--- config.mk ---
export PLATFORM = sky130hd
export DESIGN_NAME = top_precedence_regblock
export DESIGN_NICKNAME = d
export VERILOG_FILES = /design/src/rtl/top_precedence_regblock.sv
export SDC_FILE = /design/constraint.sdc
export NUM_CORES = 1
export LEC_CHECK = 0
export BUFFER_PORTS_ARGS = -buffer_cell sky130_fd_sc_hd__buf_4
export CORE_MARGIN = 4
export CORE_UTILIZATION = 24
export DETAILED_ROUTE_END_ITERATION = 16
export HOLD_SLACK_MARGIN = 0.12
export PLACE_DENSITY = 0.89
export SLEW_MARGIN = 5
export SYNTH_ARGS = -nofsm -noshare
export SYNTH_HDL_FRONTEND = slang
export SYNTH_SLANG_ARGS = --single-unit
--- constraint.sdc ---
create_clock -name clk -period 0.8 [get_ports clk]
set_input_delay 0.12 -clock clk [delete_from_list [all_inputs] [get_ports clk]]
set_output_delay 0.12 -clock clk [all_outputs]
set_load 0.02 [all_outputs]
--- src/rtl/top_precedence_regblock.sv ---
// APB4 slave register block holding R1 with two hardware-updated fields.
// f_sw: a software write wins over the hardware next value for that cycle.
// f_hw: the hardware next value always wins; software writes are discarded.
// Zero-wait-state slave: requests are taken in the setup phase and the
// registered response appears in the first access-phase cycle.
module top_precedence_regblock #(
  parameter int G_ADDR_WIDTH = 3
) (
  input  logic                    clk,
  input  logic                    rst,
  input  logic                    s_apb_psel,
  input  logic                    s_apb_penable,
  input  logic                    s_apb_pwrite,
  input  logic [2:0]              s_apb_pprot,
  input  logic [G_ADDR_WIDTH-1:0] s_apb_paddr,
  input  logic [31:0]             s_apb_pwdata,
  input  logic [3:0]              s_apb_pstrb,
  output logic                    s_apb_pready,
  output logic [31:0]             s_apb_prdata,
  output logic                    s_apb_pslverr,
  input  logic                    hwif_in_r1_f_sw_next,
  input  logic                    hwif_in_r1_f_hw_next
);

  logic        f_sw_q, f_sw_d;
  logic        f_hw_q, f_hw_d;
  logic        pready_q, pready_d;
  logic [31:0] prdata_q, prdata_d;

  logic req_s;
  logic hit_s;
  logic sw_wr_s;
  logic unused_s;

  // A request is accepted only in the setup phase; R1 decodes on the word
  // address so the byte-lane bits paddr[1:0] do not matter.
  assign req_s   = s_apb_psel & ~s_apb_penable;
  assign hit_s   = (s_apb_paddr[G_ADDR_WIDTH-1:2] == {(G_ADDR_WIDTH-2){1'b0}});
  assign sw_wr_s = req_s & s_apb_pwrite & hit_s & s_apb_pstrb[0];

  // Inputs with no function in this map, folded so they are visibly consumed.
  assign unused_s = ^{s_apb_pprot, s_apb_pwdata[31:1], s_apb_pstrb[3:1],
                      s_apb_paddr[1:0]};

  // Next-state for the fields and the registered APB response.
  always_comb begin
    f_sw_d   = hwif_in_r1_f_sw_next;
    f_hw_d   = hwif_in_r1_f_hw_next;
    pready_d = 1'b0;
    prdata_d = 32'h0000_0000;
    if (sw_wr_s) begin
      f_sw_d = s_apb_pwdata[0];
    end else begin
      f_sw_d = hwif_in_r1_f_sw_next;
    end
    if (req_s) begin
      pready_d = 1'b1;
      if (!s_apb_pwrite && hit_s) begin
        prdata_d = {30'h0000_0000, f_hw_q, f_sw_q};
      end else begin
        prdata_d = 32'h0000_0000;
      end
    end else begin
      pready_d = 1'b0;
      prdata_d = 32'h0000_0000;
    end
  end

  // State registers; reset also drops any pending response.
  always_ff @(posedge clk or negedge rst) begin
    if (!rst) begin
      f_sw_q   <= 1'b0;
      f_hw_q   <= 1'b0;
      pready_q <= 1'b0;
      prdata_q <= 32'h0000_0000;
    end else begin
      f_sw_q   <= f_sw_d;
      f_hw_q   <= f_hw_d;
      pready_q <= pready_d;
      prdata_q <= prdata_d;
    end
  end

  assign s_apb_pready  = pready_q;
  assign s_apb_prdata  = prdata_q;
  assign s_apb_pslverr = 1'b0;

endmodule

# Word-level counts from Yosys, hierarchy flattened
# Index checks and enable logic that the tools add are counted.
# classes
n_bitwise	6
reduce_logical	2
n_mux	4
# op_table
operator	count
32-bit 2-to-1 mux	1
1-bit bitwise AND	4
1-bit 2-to-1 mux	2
2-bit 2-to-1 mux	1
1-bit inverter	2
1-bit logical AND	1
1-bit zero test	1
# word_totals
reg_bits	35
out_inout_bits	34
in_bits	49
word_cells	16

# Logic depth before layout (Yosys ltp)
# Gate-level depths: netlist of the first run.
# logic_depth
ltp_word	6
depth_mapped	3
depth_no_buf	3

# Least setup slack after synthesis of the first run
# OpenSTA, ideal clock, no wires.
# synth_timing
path_type	input to register
startpoint	in s_apb_psel
endpoint	reg f_sw_q
t_required_ps	673
stages	3
arrival_time_ps	641
path_buffers	0
slack_ps	31
setup_time_ps	127
cell_sequence	nor2b_4 > nand4b_1 > mux2_1
# synth_via
elab_chain_cells	5
# synth_rtl
item	line_no	rtl
start: declaration	11	input logic s_apb_psel,
1-bit bitwise AND	37	assign req_s = s_apb_psel & ~s_apb_penable;
1-bit bitwise AND (3 in series)	39	assign sw_wr_s = req_s & s_apb_pwrite & hit_s & s_apb_pstrb[0];
1-bit 2-to-1 mux	51	if (sw_wr_s) begin
named net f_sw_d	25	logic f_sw_q, f_sw_d;
end signal: assignment	77	f_sw_q <= f_sw_d;
end: declaration	25	
# The timed path passes the listed nets, and every way through them passes these cells.

# Final worst setup path of the first run
# layout_timing
startpoint	reg prdata_q[1] (netlist: s_apb_prdata[1])
endpoint	out s_apb_prdata[1]
# layout_rtl
item	line_no	rtl
start: declaration	28	logic [31:0] prdata_q, prdata_d;
start signal: assignment	80	prdata_q <= prdata_d;
end: declaration	19	output logic [31:0] s_apb_prdata,
# No word-level cell between the ends.

==> run summary, run 1 <==
htree depth -> 1
vias in the first global route -> 214
Critical R2R Launch -> f_sw_q$_DFF_PN0_
register area share after synthesis -> 0.301
routed len/inst -> 9.81 µm
Yosys Warn Count -> 0
Pleak -> 0.000274 µW
Row Count -> 14
Fin Clk Skew -> 0.00387 ns
Core ar. -> 1580 µm²
synth top area cells -> buf_4 (56%), dfrtp_1 (30%), nor2b_4 (3.3%), and2_1 (3.0%), mux2_1 (2.7%)
first-pass GRT wire length -> 1130 µm
Crit Path Max Fanout -> 1
setup ws final -> -0.0551 ns
All-Layer GR Usage -> 0.0672
Worst R2R End -> s_apb_prdata[0]$_DFF_PN0_
slowest CP cell -> dfrtp_1
Via density -> 3.09
Arr. time, crit path -> 0.74 ns
I/O Buffers -> 12
total of max-cap violations -> 0
DRC -> 0
post-synth top area share -> 0.560
CTS Hold Bufs -> 2
CTS tree -> done
register bit total from synthesis -> 5
final worst-path cycle share -> 1.07
final hold violation count -> 0
Die Wd -> 49.6 µm
RSZ-0062 raised after global routing -> yes
Chip Height -> 49.6 µm
status -> complete, but fails checks
deepest clock path buffer count -> 2
top cell type by total area after synthesis -> buf_4
Hold Crit Depth -> 2
most common cell after layout, fill and taps aside -> conb_1
share of layout cells above drive strength 1 -> 0.279
Avg Inst Size Synth -> 9.66 µm²
Max Transition Viols Final -> 0
startpoint types -> register
HP Start -> s_apb_pwdata[0]
Area growth, synth to finish -> 13.3%
Crit path required time -> 0.68 ns
WS Path Type -> reg2out
Pwr Density -> 1630 nW/µm²
Initial Util -> 0.263
Layout Cells excl Fill -> 77
Die Area -> 2460 µm²
maximum clock rate -> 1170 MHz
worst path cell trace -> buf_6
Mapped Cells -> 43
clock latency at the later pin of the worst-skew pair -> 0.24 ns
hpwl dp -> 608 µm
failing checks -> negative setup slack
Yosys cell types -> 8
DR pass1 iterations -> 3
GP Congestion -> 0.643
Total Power -> 766 µW
# nets final -> 111
Worst VDD drop -> 0.363 mV
Reg2Reg Depth -> 1
TritonCTS Buffers -> 3
total wire length -> 755 µm
Crit path depth -> 1
Worst-path clk slew -> 0.04 ns
Sink Count -> 5
gate family responsible for the most delay along the worst path -> flip-flops
most frequent cells in the layout -> conb_1 (31), buf_4 (10), dfrtp_1 (5)
Synth Cell Area -> 415 µm²
clk root buf -> clkbuf_4
Post-CTS Setup Inserts -> 0
setup TNS -> -0.161 ns
reg2reg setup slack -> 0.22 ns
hold crit path type -> in2reg
Inst Count DP -> 71
post-route ant nets -> 0
n_diodes -> 0
I/O pin count -> 83
Crit. End Element -> output port
Iteration-0 DRC Markers -> 2
GRT overflow -> 0
Final setup viols -> 3
Via Count -> 238
WHS Endpoint -> f_sw_q$_DFF_PN0_
largest net degree at the start of global routing -> 6
WP buf/inv -> 1
Tmin final -> 0.855 ns
antenna violations before repair -> 0
CP peak stage delay -> 0.37 ns
## cells by family after synthesis
family                 count (synthesis)  synth area share
flip-flops                             5             0.301
AND/OR/NAND/NOR                        5             0.102
other                                  1           0.00903
buffers and inverters                 31             0.560
multiplexers                           1            0.0271
## state kept, by name (all words and copies together) (netlist names)
name	flops
f_hw_q	1
f_sw_q	1
s_apb_prdata	2
s_apb_pready	1
## timing repair
item | in CTS | in global routing
endpoints found under the setup margin | 3 | 3
gates resized for setup | 3 | 0
hold endpoints to repair | 7 | 1
## layout make-up
class | count | area [µm²]
Fill cell | 174 | 1110
Multi-Input combinational cell | 37 | 170
Timing Repair Buffer | 15 | 129
Sequential cell | 5 | 125
Clock buffer | 4 | 26.3
Tap cell | 16 | 20.0
## where the power goes
group          internal, µW  switching, µW  leakage [µW]
Clock                   188            100     0.0000150
Combinational          53.6            158      0.000195
Sequential              264           2.59     0.0000639
Total                   505            260      0.000274
## synth_stat cells
cell,count
and2_1,2
buf_4,31
conb_1,1
dfrtp_1,5
mux2_1,1
nand4b_1,1
nor2b_4,1
nor3b_1,1
## per-stage QoR
step	util	setup slack [ns]	hold slack, ns	instance area, µm²
6_report	0.298	-0.0551	0.108	470
5_1_grt	0.298	-0.101	0.0933	470
4_1_cts	0.298	-0.0683	0.0959	470
3_5_place_dp	0.262	-0.135	-0.0764	413
3_3_place_gp	0.262	-0.110	-0.0804	413
2_1_floorplan	-	0.0315	-0.176	528
## layer usage
metal / GRT usage / up-vias / routed length (µm)
met5: 0 / - / 0
met4: 0.0553 / 0 / 0
met3: 0.0542 / 0 / 108
met2: 0.123 / 22 / 465
met1: 0.0384 / 110 / 180
li1: - / 106 / -
## worst max path at each step
stage	start	endpoint	slack (ns)
after detailed placement	s_apb_penable	f_sw_q$_DFF_PN0_	-0.13
after CTS	s_apb_prdata[1]$_DFF_PN0_	s_apb_prdata[1]	-0.07
final	s_apb_prdata[1]$_DFF_PN0_	s_apb_prdata[1]	-0.06
after global placement	s_apb_penable	f_sw_q$_DFF_PN0_	-0.11
after global routing	s_apb_prdata[1]$_DFF_PN0_	s_apb_prdata[1]	-0.10
after floorplan	s_apb_psel	f_sw_q$_DFF_PN0_	0.03
No activity file was read; power rests on OpenSTA's default activity.
==> run 2, diff against run 1 <==
==> constraint.sdc (replaced) <==
create_clock -name clk -period 0.8 [get_ports clk]
set_input_delay 0.16 -clock clk [delete_from_list [all_inputs] [get_ports clk]]
set_output_delay 0.16 -clock clk [all_outputs]
set_load 0.02 [all_outputs]
==> run 2 against run 1 <==
Net effect: the flow still finishes with violations (negative setup slack); flip-flop and latch count unchanged; global-route usage decreased by 0.94 points; via count decreased by 5.0%; cell count is the same; combinational power hardly changed; wire length down 11%; worst setup slack got worse by 0.045 ns; register-to-register slack barely moved; fmax fell by 5.0%; critical path type unchanged.
==> run summary, run 2 (synthesis gave the netlist of run 1 again) <==
maximum clock rate -> 1110 MHz (-5.0%)
DR pass1 iterations -> 1 (-2)
startpoint types -> register
final worst-path cycle share -> 1.13 (+0.0568)
Via density -> 2.94 (-5.0%)
HP Start -> s_apb_pwdata[0]
Post-CTS Setup Inserts -> 0 (unchanged)
clk root buf -> clkbuf_4
Core ar. -> 1580 µm² (unchanged)
Tmin final -> 0.901 ns (+0.0455 ns)
slowest CP cell -> dfrtp_1
Die Area -> 2460 µm² (unchanged)
clock latency at the later pin of the worst-skew pair -> 0.23 ns (about the same)
CP peak stage delay -> 0.37 ns (about the same)
max reg flops -> 2 (unchanged)
GRT overflow -> 0 (unchanged)
Logic pwr share -> 0.277 (about the same)
I/O Buffers -> 12 (unchanged)
DRC -> 0 (unchanged)
status -> complete, but fails checks
Clk pwr share -> 0.373 (-0.003)
Fin Clk Skew -> 0.00107 ns (-0.00280 ns)
post-route ant nets -> 0 (unchanged)
gate family responsible for the most delay along the worst path -> flip-flops
setup ws final -> -0.101 ns (-0.0455 ns)
Max Transition Viols Final -> 0 (unchanged)
internal power -> 505 µW (about the same)
Via Count -> 226 (-5.0%)
Chip Height -> 49.6 µm (unchanged)
most frequent cells in the layout -> conb_1 (31), buf_4 (10), dfrtp_1 (5)
most common cell after layout, fill and taps aside -> conb_1
final hold violation count -> 0 (unchanged)
Crit path required time -> 0.64 ns (-0.04 ns)
Crit. End Element -> output port
CP Launch Point -> s_apb_prdata[0]$_DFF_PN0_
Die Wd -> 49.6 µm (unchanged)
Seq pwr share -> 0.350 (+0.003)
Worst-path clk slew -> 0.04 ns (about the same)
Arr. time, crit path -> 0.74 ns (about the same)
CTS tree -> done
deepest clock path buffer count -> 2 (unchanged)
WS Path Type -> reg2out
Pleak -> 0.000274 µW (about the same)
Critical R2R Launch -> f_sw_q$_DFF_PN0_
GP Congestion -> 0.619 (-3.7%)
Area growth, synth to finish -> 13.3% (unchanged)
hpwl dp -> 553 µm (-9.1%)
failing checks -> negative setup slack
worst path cell trace -> buf_6
sequential cell area -> 125 µm² (unchanged)
total wire length -> 675 µm (-11%)
largest net degree at the start of global routing -> 6 (unchanged)
TritonCTS Buffers -> 3 (unchanged)
final hold slack -> 0.146 ns (+0.0387 ns)
Multi-input gate area -> 170 µm² (unchanged)
dpl ws -> -0.158 ns (-0.0234 ns)
# nets final -> 111 (unchanged)
first-pass GRT wire length -> 979 µm (-13%)
htree depth -> 1 (unchanged)
Crit Path Max Fanout -> 1 (unchanged)
Inst Count DP -> 71 (unchanged)
Sink Count -> 5 (unchanged)
share of layout cells above drive strength 1 -> 0.279 (unchanged)
routed len/inst -> 8.77 µm (-11%)
Final setup viols -> 3 (unchanged)
Switching Share -> 0.335 (-0.00480)
vias in the first global route -> 201 (-6.1%)
Layout Cells excl Fill -> 77 (unchanged)
Initial Util -> 0.263 (unchanged)
Row Count -> 14 (unchanged)
hold crit path type -> in2reg
Worst VDD drop -> 0.382 mV (+5.3%)
total of max-cap violations -> 0 (unchanged)
n_diodes -> 0 (unchanged)
setup TNS -> -0.278 ns (-0.116 ns)
WP buf/inv -> 1 (unchanged)
All-Layer GR Usage -> 0.0578 (-0.00942)
Total Power -> 760 µW (-0.80%)
Iteration-0 DRC Markers -> 0 (-2)
sw power -> 255 µW (-2.2%)
Pwr Density -> 1610 nW/µm² (-0.80%)
I/O pin count -> 83 (unchanged)
antenna violations before repair -> 0 (unchanged)
RSZ-0062 raised after global routing -> yes
fill count -> 168 (-3.4%)
-- run 2: layer usage --
metal / vias up / wire length, µm / global-route usage
li1: 106 / - / -
met1: 99 / 175 / 0.0366
met2: 21 / 382 / 0.0991
met3: 0 / 117 / 0.0542
met4: 0 / 0 / 0.0415
met5: - / 0 / 0
-- run 2: power groups by stage --
stage	Combinational [µW]	Sequential, µW	Clock, µW
after CTS	206	266	296
after global placement	192	269	0
final	210	266	284
after floorplan	254	275	0
after global routing	224	267	329
after detailed placement	195	269	0
-- run 2: per-stage QoR --
stage               instance area [µm²]   util
finish                              470  0.298
global route                        470  0.298
global placement                    413  0.262
CTS                                 470  0.298
floorplan                           528      -
detailed placement                  413  0.262
-- run 2: area by class of cell --
type                            count  share of cell area
Multi-Input combinational cell     37               0.362
Timing Repair Buffer               15               0.274
Sequential cell                     5               0.266
Clock buffer                        4              0.0559
Tap cell                           16              0.0426
-- run 2: path summary, 6_finish.rpt --
check,endpoint,slack (ns),depth (start not counted)
worst max-delay path,s_apb_prdata[0],-0.10,1
worst min-delay path,f_sw_q$_DFF_PN0_,0.15,2
worst max register to register,s_apb_prdata[0]$_DFF_PN0_,0.22,1
worst min register to register,s_apb_prdata[1]$_DFF_PN0_,0.44,1
max in group asynchronous,f_sw_q$_DFF_PN0_,0.43,2
min in group asynchronous,s_apb_prdata[1]$_DFF_PN0_,0.27,2
-- run 2: what timing repair did --
action,CTS,global route
hold buffers,2,0
endpoints found under the hold margin,6,0
gates cloned,0,0
gates resized for setup,3,0
setup endpoints to repair,3,3
